==> src/rtl/sr_ctrl_pkg.sv <==
// rtl/sr_ctrl_pkg.sv - state encodings, SR codes and excitation helper for sr_counter_ctrl
package sr_ctrl_pkg;

  typedef enum logic [1:0] {
    IDLE  = 2'd0,
    RUN   = 2'd1,
    PAUSE = 2'd2
  } state_t;

  localparam logic [1:0] SR_HOLD    = 2'b00;
  localparam logic [1:0] SR_RST     = 2'b01;
  localparam logic [1:0] SR_SET     = 2'b10;
  localparam logic [1:0] SR_ILLEGAL = 2'b11;

  // Returns {s,r}; by construction never yields SR_ILLEGAL.
  function automatic logic [1:0] sr_excite(input logic next_bit, input logic cur_bit);
    if (next_bit && !cur_bit)
      return SR_SET;
    else if (!next_bit && cur_bit)
      return SR_RST;
    else
      return SR_HOLD;
  endfunction

endpackage

==> src/rtl/sr_counter_ctrl_bank.sv <==
// rtl/sr_counter_ctrl_bank.sv - sr_reg_bank: WIDTH SR flip-flops with async active-low clear
module sr_reg_bank
  import sr_ctrl_pkg::*;
#(
  parameter int WIDTH = 3
) (
  input  logic             clk,
  input  logic             reset_n,
  input  logic [WIDTH-1:0] s,
  input  logic [WIDTH-1:0] r,
  output logic [WIDTH-1:0] q
);

  always_ff @(posedge clk or negedge reset_n) begin
    if (!reset_n) begin
      q <= '0;
    end else begin
      for (int i = 0; i < WIDTH; i++) begin
        case ({s[i], r[i]})
          SR_SET:  q[i] <= 1'b1;
          SR_RST:  q[i] <= 1'b0;
          default: q[i] <= q[i];
        endcase
      end
    end
  end

endmodule

==> src/rtl/sr_counter_ctrl.sv <==
// rtl/sr_counter_ctrl.sv - up/down modulo counter controller driving an SR flop bank
// Optional wrap counter output enabled by SR_CTRL_WRAP_CNT_EN.
module sr_counter_ctrl
  import sr_ctrl_pkg::*;
#(
  parameter int WIDTH = 3
) (
  input  logic             clk,
  input  logic             reset_n,
  input  logic             start,
  input  logic             stop,
  input  logic             load,
  input  logic [WIDTH-1:0] load_val,
  input  logic             dir,
  input  logic [WIDTH-1:0] mod_val,
  output logic [WIDTH-1:0] count,
  output logic             busy,
  output logic             paused,
  output logic             tc
`ifdef SR_CTRL_WRAP_CNT_EN
  , output logic [7:0]     wrap_cnt
`endif
);

  state_t           state, state_nx;
  logic [WIDTH-1:0] next_count;
  logic [WIDTH-1:0] clamp_val;
  logic [WIDTH-1:0] step_val;
  logic             step_wrap;
  logic             tc_nx;
  logic [WIDTH-1:0] s, r;

  assign clamp_val = (load_val > mod_val) ? mod_val : load_val;

  // Out-of-range counts (after a mod_val change) wrap like a terminal count.
  always_comb begin
    step_val  = count;
    step_wrap = 1'b0;
    if (dir) begin
      if (count >= mod_val) begin
        step_val  = '0;
        step_wrap = 1'b1;
      end else begin
        step_val = count + WIDTH'(1);
      end
    end else begin
      if (count == '0 || count > mod_val) begin
        step_val  = mod_val;
        step_wrap = 1'b1;
      end else begin
        step_val = count - WIDTH'(1);
      end
    end
  end

  always_comb begin
    state_nx   = state;
    next_count = count;
    tc_nx      = 1'b0;
    case (state)
      IDLE: begin
        if (load)
          next_count = clamp_val;
        else if (!stop && start)
          state_nx = RUN;
      end
      RUN: begin
        if (load) begin
          next_count = clamp_val;
        end else if (stop) begin
          state_nx = PAUSE;
        end else begin
          next_count = step_val;
          tc_nx      = step_wrap;
        end
      end
      PAUSE: begin
        if (load) begin
          next_count = clamp_val;
        end else if (stop) begin
          state_nx   = IDLE;
          next_count = '0;
        end else if (start) begin
          state_nx = RUN;
        end
      end
      default: begin
        state_nx   = IDLE;
        next_count = '0;
      end
    endcase
  end

  always_comb begin
    s = '0;
    r = '0;
    for (int i = 0; i < WIDTH; i++)
      {s[i], r[i]} = sr_excite(next_count[i], count[i]);
  end

  always_ff @(posedge clk or negedge reset_n) begin
    if (!reset_n) begin
      state <= IDLE;
      tc    <= 1'b0;
    end else begin
      state <= state_nx;
      tc    <= tc_nx;
    end
  end

  assign busy   = (state == RUN);
  assign paused = (state == PAUSE);

  sr_reg_bank #(.WIDTH(WIDTH)) u_bank (
    .clk     (clk),
    .reset_n (reset_n),
    .s       (s),
    .r       (r),
    .q       (count)
  );

`ifdef SR_CTRL_WRAP_CNT_EN
  always_ff @(posedge clk or negedge reset_n) begin
    if (!reset_n)
      wrap_cnt <= 8'd0;
    else if (load)
      wrap_cnt <= 8'd0;
    else if (tc_nx && wrap_cnt != 8'hFF)
      wrap_cnt <= wrap_cnt + 8'd1;
  end
`endif

endmodule

==> config.mk <==
export PLATFORM = sky130hd
export DESIGN_NAME = sr_counter_ctrl
export DESIGN_NICKNAME = d
export VERILOG_FILES = /design/src/rtl/sr_ctrl_pkg.sv /design/src/rtl/sr_counter_ctrl_bank.sv /design/src/rtl/sr_counter_ctrl.sv
export SDC_FILE = /design/constraint.sdc
export NUM_CORES = 1
export LEC_CHECK = 0
export CAP_MARGIN = 20
export CORE_UTILIZATION = 40
export DETAILED_ROUTE_END_ITERATION = 10
export GPL_ROUTABILITY_DRIVEN = 0
export SYNTH_ARGS = -nofsm -noshare
export SYNTH_HDL_FRONTEND = slang
export SYNTH_HIERARCHICAL = 1
export SYNTH_SLANG_ARGS = --single-unit
==> constraint.sdc <==
create_clock -name clk -period 3 [get_ports clk]
set_input_delay 0.6 -clock clk [delete_from_list [all_inputs] [get_ports clk]]
set_output_delay 0.6 -clock clk [all_outputs]
set_load 0.02 [all_outputs]
==> flow_summary.yaml, run 1 <==
floorplan:
  io_pins: 18
  dieWidth_um: 49.16
  rows: 16
  fp.dieArea_um2: 2417
  coreArea_um2: 2022
  die_h_um: 49.16
  initial_utilization_pct: 44.00
sta:
  fin_tns_setup_ns: 0
  min_period_over_period_pct: 96.77
  min_period_ns: 2.903
  fmax_ghz: 0.3445
  setup_slack_ns: 0.09685
  setup_viol: 0
  worstMarginPinSlew_ns: 0.4075
  maxSlewHeadroom_pct: 72.55
  slew_viol_final: 0
  hold_viol: 0
  skew_ns: 0.005178
worst_setup_path:
  r2r-end: "u_bank/q[2]$_DFFE_PN0P_"
  r2r_slack_ns: 0.32
  critPathCaptureType: "flip-flop"
  rr_worst_depth: 9
  worstSetupEndpoint: "u_bank/q[0]$_DFFE_PN0P_"
  slowest_delay_ns: 0.47
  start_kind: "input pin"
  crit_arrival_ns: 3.02
  worst-path-max-fanout: 4
  path_cells: "clkdlybuf4s50_1 -> inv_2 -> buf_4 -> ha_4 -> nand3_1 -> o21ai_2 -> or3b_1 -> a32o_2 -> a211oi_2 -> inv_1 -> ha_1 -> nand2_1 -> o21ai_0"
  required_ns: 3.12
  slowest_stage: "clkdlybuf4s50_1"
  r2r-start: "u_bank/q[1]$_DFFE_PN0P_"
  worstSetupPathType: "input pin to flip-flop"
  crit_path_start: "mod_val[2]"
cells_and_area:
  synthToLayoutAreaGrowth_pct: 48.10
  multi_input_area_um2: 778.2
  stdcell_area_um2: 1318
  regArea_um2: 150.1
  layout_commonest_cell: "clkdlybuf4s50_1"
  nFillCells: 158
  final_util_pct: 65.16
  layout_common_cells: "15 x clkdlybuf4s50_1, 13 x inv_1, 13 x buf_4"
  nNetsFinal: 168
  layout-drive-gt1-share_pct: 25.35
  n_antenna_cell: 0
clocking:
  insertion_delay_ns: 0.24
  path_clk_slew_ns: 0.05
  cts_buffers: 3
  cts_tree: "done"
  clock-root-buffer: "clkbuf_4"
  cts.sink_count: 6
  cts_setup_buffers: 0
  clk_path_buf_depth: 2
  htree_num_levels: 1
synth:
  synth-seq-cells: 6
  synth_top_cell_by_area: "dfrtp_1"
  syn_nets: 134
  yosysUniqueCellTypes: 40
  synth_edf_count: 0
  async_reset_ff_share_pct: 100.0
  ys.warnings.count: 6
  synth_area_um2: 889.6
  synthFlopType: "dfrtp_1"
  yosysTopAreaCellShare_pct: 16.88
  ys_seq_area_share_pct: 16.88
  syn_avg_cell_area_um2: 8.087
  syn_inst: 110
  synth_area_leaders: "dfrtp_1 17%, ha_1 17%, inv_1 6.3%"
place:
  place_hpwl_um: 1901
  portBuffers: 17
  dpl_cell_area_um2: 1187
  pre_cts_ws_ns: -0.3170
global_route:
  grt_max_degree: 12
  grt_antenna_before_repair: 0
  grt_pass1_wl_um: 3884
  grt_usage_pct: 20.48
  grt.overflow.total: 0
  grt_pass1_vias: 867
power_and_ir_drop:
  pwr-share-clk_pct: 8.2
  p_sw_mw: 0.4180
  combPwrFrac_pct: 75.2
  power_density_nw_per_um2: 678.2
  leakage_nw: 0.5776
  ir_drop_mv: 0.4420
  intPower_mw: 0.4756
  p_seq_share_pct: 16.7
  power.total_mw: 0.8936
  swShare_pct: 46.77
drt:
  antenna_left: 0
  detail_route.wl_per_cell_um: 14.51
  drt_iter0_markers: 23
  drc_errors: 0
  vias: 931
  firstDrtPassIters: 4
  vias_per_cell: 5.509
  totalWireLength_um: 2453
run_status:
  outcome: "completed"
job:
  drv_cap: 0
min_path:
  hold_class: "input pin to async pin"
==> cell usage after synthesis (2+ instances only) <==
master and number:
or2_1 2, ha_1 12, or3b_1 2, a21oi_1 7
mux2i_1 2, nand2b_1 7, dfrtp_1 6, o31a_1 2
nor3_1 2, o21bai_1 2, a2111oi_2 2, nor4_1 2
a22o_1 2, nand3_1 2, o21ai_0 7, and3_1 2
and2_1 2, nor2b_1 5, nand2_1 4, nor2_1 2
inv_1 15, a211oi_1 3
==> power groups by stage <==
stage	combinational, mW	sequential, mW	clock, mW
2_1_floorplan	0.347	0.172	0
3_3_place_gp	0.568	0.141	0
3_5_place_dp	0.580	0.144	0
4_1_cts	0.596	0.145	0.0751
5_1_grt	0.739	0.152	0.0798
6_report	0.672	0.149	0.0731
==> routing by layer <==
| layer | GRT usage (%) | share of wire, % | vias to the layer above |
|---|---|---|---|
| li1 | - | - | 477 |
| met5 | 0 | 0 | - |
| met1 | 28.41 | 48 | 436 |
| met2 | 34.25 | 51 | 18 |
| met3 | 0.9346 | 1.3 | 0 |
| met4 | 5.392 | 0 | 0 |
==> logic make-up after synthesis <==
kind of cell               Yosys count  share of synthesized area (%)
and+or+nand+nor                     36                          25.03
muxes                                2                          2.250
buffers and inverters               17                          7.172
adders and majority gates           12                          16.88
AOI/OAI and AO/OA                   37                          31.79
DFF                                  6                          16.88
==> cell type report <==
class / instances / share of cell area (%)
Multi-Input combinational cell: 87 / 59.07
Timing Repair Buffer: 30 / 20.70
Sequential cell: 6 / 11.40
Inverter: 16 / 4.558
Tap cell: 27 / 2.564
Clock buffer: 3 / 1.709
==> worst min-delay path by stage <==
stage	from	end	slack, ns
finish	reset_n	u_bank/q[0]$_DFFE_PN0P_	0.61
global route	reset_n	u_bank/q[1]$_DFFE_PN0P_	0.62
CTS	reset_n	u_bank/q[2]$_DFFE_PN0P_	0.61
detailed placement	state[0]$_DFFE_PN0P_	state[0]$_DFFE_PN0P_	0.62
global placement	u_bank/q[0]$_DFFE_PN0P_	u_bank/q[0]$_DFFE_PN0P_	0.61
floorplan	reset_n	state[0]$_DFFE_PN0P_	0.30
==> registers in the layout, indices dropped and copies added (netlist names) <==
register  flops
tc            1
u_bank/q      3
state         2
==> through the flow <==
stage	hold WS, ns	instances
after global placement	0.6052	166
after detailed placement	0.6202	166
final	0.6067	169
after CTS	0.6139	169
after global routing	0.6216	169
after floorplan	0.3044	110
==> critical path: cells and delay by family <==
kind / cells / cell delay (ns)
AO/OA/AOI/OAI: 4 / 0.63
adder cells (fa/ha/maj): 2 / 0.51
buffers and inverters: 4 / 0.73
AND/OR/NAND/NOR: 3 / 0.55
==> what timing repair did <==
item                                    4_1_cts  5_1_grt
endpoints found under the setup margin        2        3
hold buffers                                  0        0
resized for setup                             2       18
pin swaps                                     1        7
(Power assumes the default switching activity.)
==> run 2: changes to the inputs <==
Settings changed: CORE_ASPECT_RATIO set to 1.5.
==> run 2 against run 1 <==
Routed wire length is 2.4% lower; sequential cell count stayed put; clock skew is 0.0040 ns lower; non-clock buffer count is 2 higher; power is 0.64% lower; worst hold slack worse by 0.0098 ns; clock power is 12% higher; die area is 0.16% higher; critical path type unchanged; critical endpoint is now u_bank/q[2]$_DFFE_PN0P_; largest cell class unchanged; highest routed layer is now met4.
==> flow_summary.yaml, run 2 (synthesis gave the netlist of run 1 again) <==
run_status:
  outcome: "completed"
floorplan:
  rows: 20
  initial_utilization_pct: 43.35
  coreArea_um2: 2052
  dieWidth_um: 40.51
  io_pins: 18
  die_h_um: 59.76
  fp.dieArea_um2: 2421
clocking:
  clock-root-buffer: "clkbuf_4"
  insertion_delay_ns: 0.25
  cts_buffers: 3
  cts_tree: "done"
  htree_num_levels: 1
  cts.sink_count: 6
  clk_path_buf_depth: 2
  cts_hold_buf: 0
  path_clk_slew_ns: 0.05
sta:
  min_period_ns: 2.894
  setup_viol: 0
  slew_viol_final: 0
  fin_tns_setup_ns: 0
  min_period_over_period_pct: 96.47
  skew_ns: 0.001180
  setup_slack_ns: 0.1058
  fmax_ghz: 0.3455
  maxSlewHeadroom_pct: 72.59
  rsz0062_at_grt: "false"
  worstMarginPinSlew_ns: 0.4069
  hold-worst-slack_ns: 0.5968
  hold_viol: 0
cells_and_area:
  n_antenna_cell: 0
  largestRegisters: "u_bank/q (3), state (2), tc (1)"
  nFillCells: 176
  instances_no_fill: 166
  stdcell_area_um2: 1341
  largest_reg_flops: 3
  layout-drive-gt1-share_pct: 27.08
  nNetsFinal: 170
  layout_common_cells: "15 x clkdlybuf4s50_1, 15 x buf_4, 14 x inv_1"
  regMostFlops: "u_bank/q"
  synthToLayoutAreaGrowth_pct: 50.77
  final_util_pct: 65.37
drt:
  totalWireLength_um: 2393
  drt_iter0_markers: 22
  vias: 966
  detail_route.wl_per_cell_um: 14.42
  firstDrtPassIters: 4
  drc_errors: 0
  antenna_left: 0
  vias_per_cell: 5.819
power_and_ir_drop:
  power.total_mw: 0.8878
  power_density_nw_per_um2: 661.9
  ir_drop_mv: 0.3649
  leakage_nw: 0.5880
global_route:
  grt_pass1_wl_um: 3836
  grt_max_degree: 12
  grt_pass1_vias: 942
  grt.overflow.total: 0
  grt_usage_pct: 22.69
  grt_antenna_before_repair: 0
job:
  drv_cap: 0
worst_setup_path:
  worst-path-max-fanout: 5
  critPathCaptureType: "flip-flop"
  start_kind: "input pin"
  worstSetupPathType: "input pin to flip-flop"
  r2r_slack_ns: 0.23
  crit_arrival_ns: 3.06
  required_ns: 3.17
place:
  place_hpwl_um: 1884
  pre_cts_ws_ns: -0.2872
  dpl_cell_area_um2: 1196
  portBuffers: 17
  dp_cells: 163
min_path:
  hold_class: "input pin to async pin"
-- run 2: report_power, final --
part           total [mW]  leakage (nW)  internal, mW  switching [mW]
clock              0.0816        0.0138        0.0457          0.0359
sequential          0.158        0.0736         0.106          0.0517
combinational       0.648         0.501         0.324           0.324
-- run 2: path summary, 6_finish.rpt --
path | start | end | cells after the start
hold / removal | reset_n | u_bank/q[1]$_DFFE_PN0P_ | 1
hold reg to reg | u_bank/q[0]$_DFFE_PN0P_ | u_bank/q[0]$_DFFE_PN0P_ | 2
max in group asynchronous | reset_n | u_bank/q[0]$_DFFE_PN0P_ | 1
setup / recovery | mod_val[2] | u_bank/q[2]$_DFFE_PN0P_ | 10
setup reg to reg | u_bank/q[0]$_DFFE_PN0P_ | u_bank/q[2]$_DFFE_PN0P_ | 9
min in group clk | u_bank/q[0]$_DFFE_PN0P_ | u_bank/q[0]$_DFFE_PN0P_ | 2
-- run 2: metal layers --
metal / track usage, % / vias up / routed length, µm
met5: 0 / - / 0
met2: 42.18 / 23 / 1286
met3: 2.230 / 8 / 73
met1: 23.58 / 456 / 968
li1: - / 479 / -
met4: 10.00 / 0 / 65
-- run 2: final cells by class --
| cell class | instances | area (µm²) | share of cell area [%] |
|---|---|---|---|
| clock buffer | 3 | 22.52 | 1.679 |
| inverter | 16 | 60.06 | 4.478 |
| multi-input combinational | 87 | 793.3 | 59.14 |
| sequential | 6 | 150.1 | 11.19 |
| tap | 22 | 27.53 | 2.052 |
| timing repair buffer | 32 | 287.8 | 21.46 |
-- run 2: what timing repair did --
action                     CTS  global route
buffers inserted             0             0
setup endpoints to repair    3             3
resized for setup            2            17
pin swaps                    0             5
-- run 2: worst max-delay path, stage by stage --
cell and delay (ns):
clkdlybuf4s50_1 0.45, inv_1 0.07, ha_4 0.25, and2_4 0.18, a2111oi_4 0.33, nor3_1 0.08
and3b_1 0.18, o41a_1 0.41, ha_1 0.29, mux2i_1 0.21
==> run 3: changes to the inputs <==
Settings changed: ABC_AREA set to 1, CORE_MARGIN set to 1, CTS_BUF_LIST set to sky130_fd_sc_hd__clkbuf_4 sky130_fd_sc_hd__clkbuf_8 sky130_fd_sc_hd__clkbuf_16, PLACE_DENSITY set to 0.66.
==> run 3 against run 2 <==
Final area is 24% lower; core utilization is 10 points lower; clock power is 11% lower; worst setup slack better by 0.22 ns; fmax is 8.3% higher; synthesized cell count is 15% higher; count of clock-buffer cells in the layout stayed put; critical endpoint unchanged; largest power group unchanged.
==> flow_summary.yaml, run 3 <==
sta:
  hold_viol: 0
  min_period_ns: 2.673
  fmax_ghz: 0.3741
  rsz0062_at_grt: "false"
  worstMarginPinSlew_ns: 0.3117
  slew_viol_final: 0
  skew_ns: 0.003166
  min_period_over_period_pct: 89.10
  setup_viol: 0
  setup_slack_ns: 0.3271
  maxSlewHeadroom_pct: 79.22
  fin_tns_setup_ns: 0
synth:
  ys_seq_area_share_pct: 18.78
  synthFlopType: "dfrtp_1"
  synth_area_um2: 799.5
  syn_nets: 150
  yosys.area_share.simple_pct: 30.36
  synth.top_cells.by_count: "31 x nand2_1, 22 x inv_1, 12 x ha_1, 11 x nor2_1"
  synth_top_cell_by_area: "dfrtp_1"
  ys.warnings.count: 6
  syn_inst: 126
  yosysTopAreaCellShare_pct: 18.78
  syn_avg_cell_area_um2: 6.345
  async_reset_ff_share_pct: 100.0
  synthAdderAreaFrac_pct: 18.78
  muxShareOfSynthArea_pct: 0
  synthXorXnorAreaFrac_pct: 2.191
  yosysMostFrequentCell: "nand2_1"
  synth_area_leaders: "dfrtp_1 19%, ha_1 19%, nand2_1 15%"
  synth_compound_area_share_pct: 19.09
  synth_edf_count: 0
  synth_top_family_by_area: "simple AND/OR/NAND/NOR gates"
  yosysUniqueCellTypes: 21
  synth-seq-cells: 6
cells_and_area:
  layout_common_cells: "31 x nand2_1, 22 x inv_1, 17 x clkdlybuf4s50_1"
  largestRegisters: "u_bank/q (3), state (2), tc (1)"
  layout-drive-gt1-share_pct: 7.483
  layout_commonest_cell: "nand2_1"
  nNetsFinal: 173
  n_antenna_cell: 0
  largest_reg_flops: 3
  synthToLayoutAreaGrowth_pct: 28.32
  regMostFlops: "u_bank/q"
power_and_ir_drop:
  intPower_mw: 0.4510
  swShare_pct: 52.18
  p_seq_share_pct: 19.2
  p_sw_mw: 0.4921
  power_density_nw_per_um2: 919.2
  combPwrFrac_pct: 73.1
  leakage_nw: 0.5508
  ir_drop_mv: 0.4371
  pwr-share-clk_pct: 7.7
drt:
  firstDrtPassIters: 4
  totalWireLength_um: 1909
  drc_errors: 0
  antenna_left: 0
  vias: 892
  vias_per_cell: 5.310
  detail_route.wl_per_cell_um: 11.36
  drt_iter0_markers: 24
clocking:
  ctsResizeCount: 0
  insertion_delay_ns: 0.24
  cts_tree: "done"
  htree_num_levels: 1
  cts.sink_count: 6
  clk_path_buf_depth: 2
  cts_buffers: 3
  clock-root-buffer: "clkbuf_4"
  cts_setup_buffers: 0
  cts_hold_buf: 0
  path_clk_slew_ns: 0.04
floorplan:
  initial_utilization_pct: 43.12
  coreArea_um2: 1854
  io_pins: 18
  dieWidth_um: 38.51
  fp.dieArea_um2: 2185
  die_h_um: 56.76
  rows: 19
worst_setup_path:
  worstSetupPathType: "input pin to flip-flop"
  r2r_slack_ns: 0.72
  crit_buf_inv: 3
  start_kind: "input pin"
  required_ns: 3.12
  slowest_stage: "clkdlybuf4s50_1"
  crit_family: "simple AND/OR/NAND/NOR gates"
  worst-path-max-fanout: 4
  critPathCaptureType: "flip-flop"
  slowest_delay_ns: 0.45
  cpMostUsedCell: "nand2_1"
  path_cells: "clkdlybuf4s50_1 -> inv_1 -> ha_1 -> a21oi_2 -> nand2_1 -> nand2_2 -> nand2_2 -> nand2_1 -> nand3_1 -> nand2_1 -> nand2_1 -> nand2_1 -> nand2_1 -> nor2_1 -> inv_1 -> ha_1 -> nand2_1 -> o21ai_1"
  crit_arrival_ns: 2.79
place:
  pre_cts_ws_ns: 0.06193
  portBuffers: 17
  place_hpwl_um: 1600
run_status:
  outcome: "completed"
global_route:
  grt_pass1_vias: 895
  grt_usage_pct: 22.18
  grt_antenna_before_repair: 0
  grt_max_degree: 9
  grt_pass1_wl_um: 3657
  grt.overflow.total: 0
min_path:
  hold_class: "flip-flop to flip-flop"
job:
  drv_cap: 0
run 3: worst paths after layout:
path                                          from                       to  cells after the start
min in group asynchronous                  reset_n             tc$_DFF_PN0_                      1
max in group asynchronous                  reset_n  u_bank/q[2]$_DFFE_PN0P_                      1
min reg2reg                   state[1]$_DFFE_PN0P_     state[1]$_DFFE_PN0P_                      2
max reg2reg                u_bank/q[2]$_DFFE_PN0P_  u_bank/q[2]$_DFFE_PN0P_                     16
min                           state[1]$_DFFE_PN0P_     state[1]$_DFFE_PN0P_                      2
max                                     mod_val[2]  u_bank/q[2]$_DFFE_PN0P_                     18
run 3: stage by stage:
| stage | std cells | util, % | power (mW) | hold slack (ns) | instance area, µm² |
|---|---|---|---|---|---|
| 2_1_floorplan | 126 | - | 0.6742 | 0.3044 | 799.5 |
| 3_3_place_gp | 165 | 54.12 | 0.8486 | 0.5740 | 1003 |
| 3_5_place_dp | 165 | 54.12 | 0.8747 | 0.5769 | 1003 |
| 4_1_cts | 168 | 55.33 | 0.9517 | 0.5842 | 1026 |
| 5_1_grt | 168 | 55.33 | 1.087 | 0.6283 | 1026 |
| 6_report | 168 | 55.33 | 0.9431 | 0.5898 | 1026 |
run 3: power groups by stage:
stage	Combinational [mW]	Clock [mW]	Sequential, mW
after floorplan	0.481	0	0.193
after global placement	0.669	0	0.179
after detailed placement	0.692	0	0.183
after CTS	0.696	0.0748	0.181
after global routing	0.817	0.0798	0.191
final	0.689	0.0725	0.182
run 3: kinds of logic after synthesis:
family / count (synthesis)
buffers and inverters: 23
XOR/XNOR: 2
adder cells (fa/ha/maj): 12
flip-flops: 6
AO/OA/AOI/OAI: 27
AND/OR/NAND/NOR: 56
run 3: layout make-up:
| type | instances | area [µm²] |
|---|---|---|
| fillers | 195 | 828.3 |
| multi-input cells | 97 | 563.0 |
| repair buffers | 18 | 177.7 |
| flip-flops and latches | 6 | 150.1 |
| inverters | 23 | 86.33 |
| well taps | 21 | 26.28 |
| clock buffers | 3 | 22.52 |
run 3: worst reg2reg max path, delay by kind of cell, from the launching register on:
family / cells / cell delay (ns)
DFF: 1 / 0.48
and+or+nand+nor: 11 / 0.76
AOI/OAI and AO/OA: 2 / 0.21
adders and majority gates: 2 / 0.67
buffers and inverters: 1 / 0.05
run 3: routing by layer:
metal  part of all wire (%)  track usage (%)  up-vias
li1                       -                -      454
met1                     42            24.50      414
met2                     52            40.24       20
met3                    3.5            3.162        4
met4                    2.0            7.389        0
met5                      0                0        -
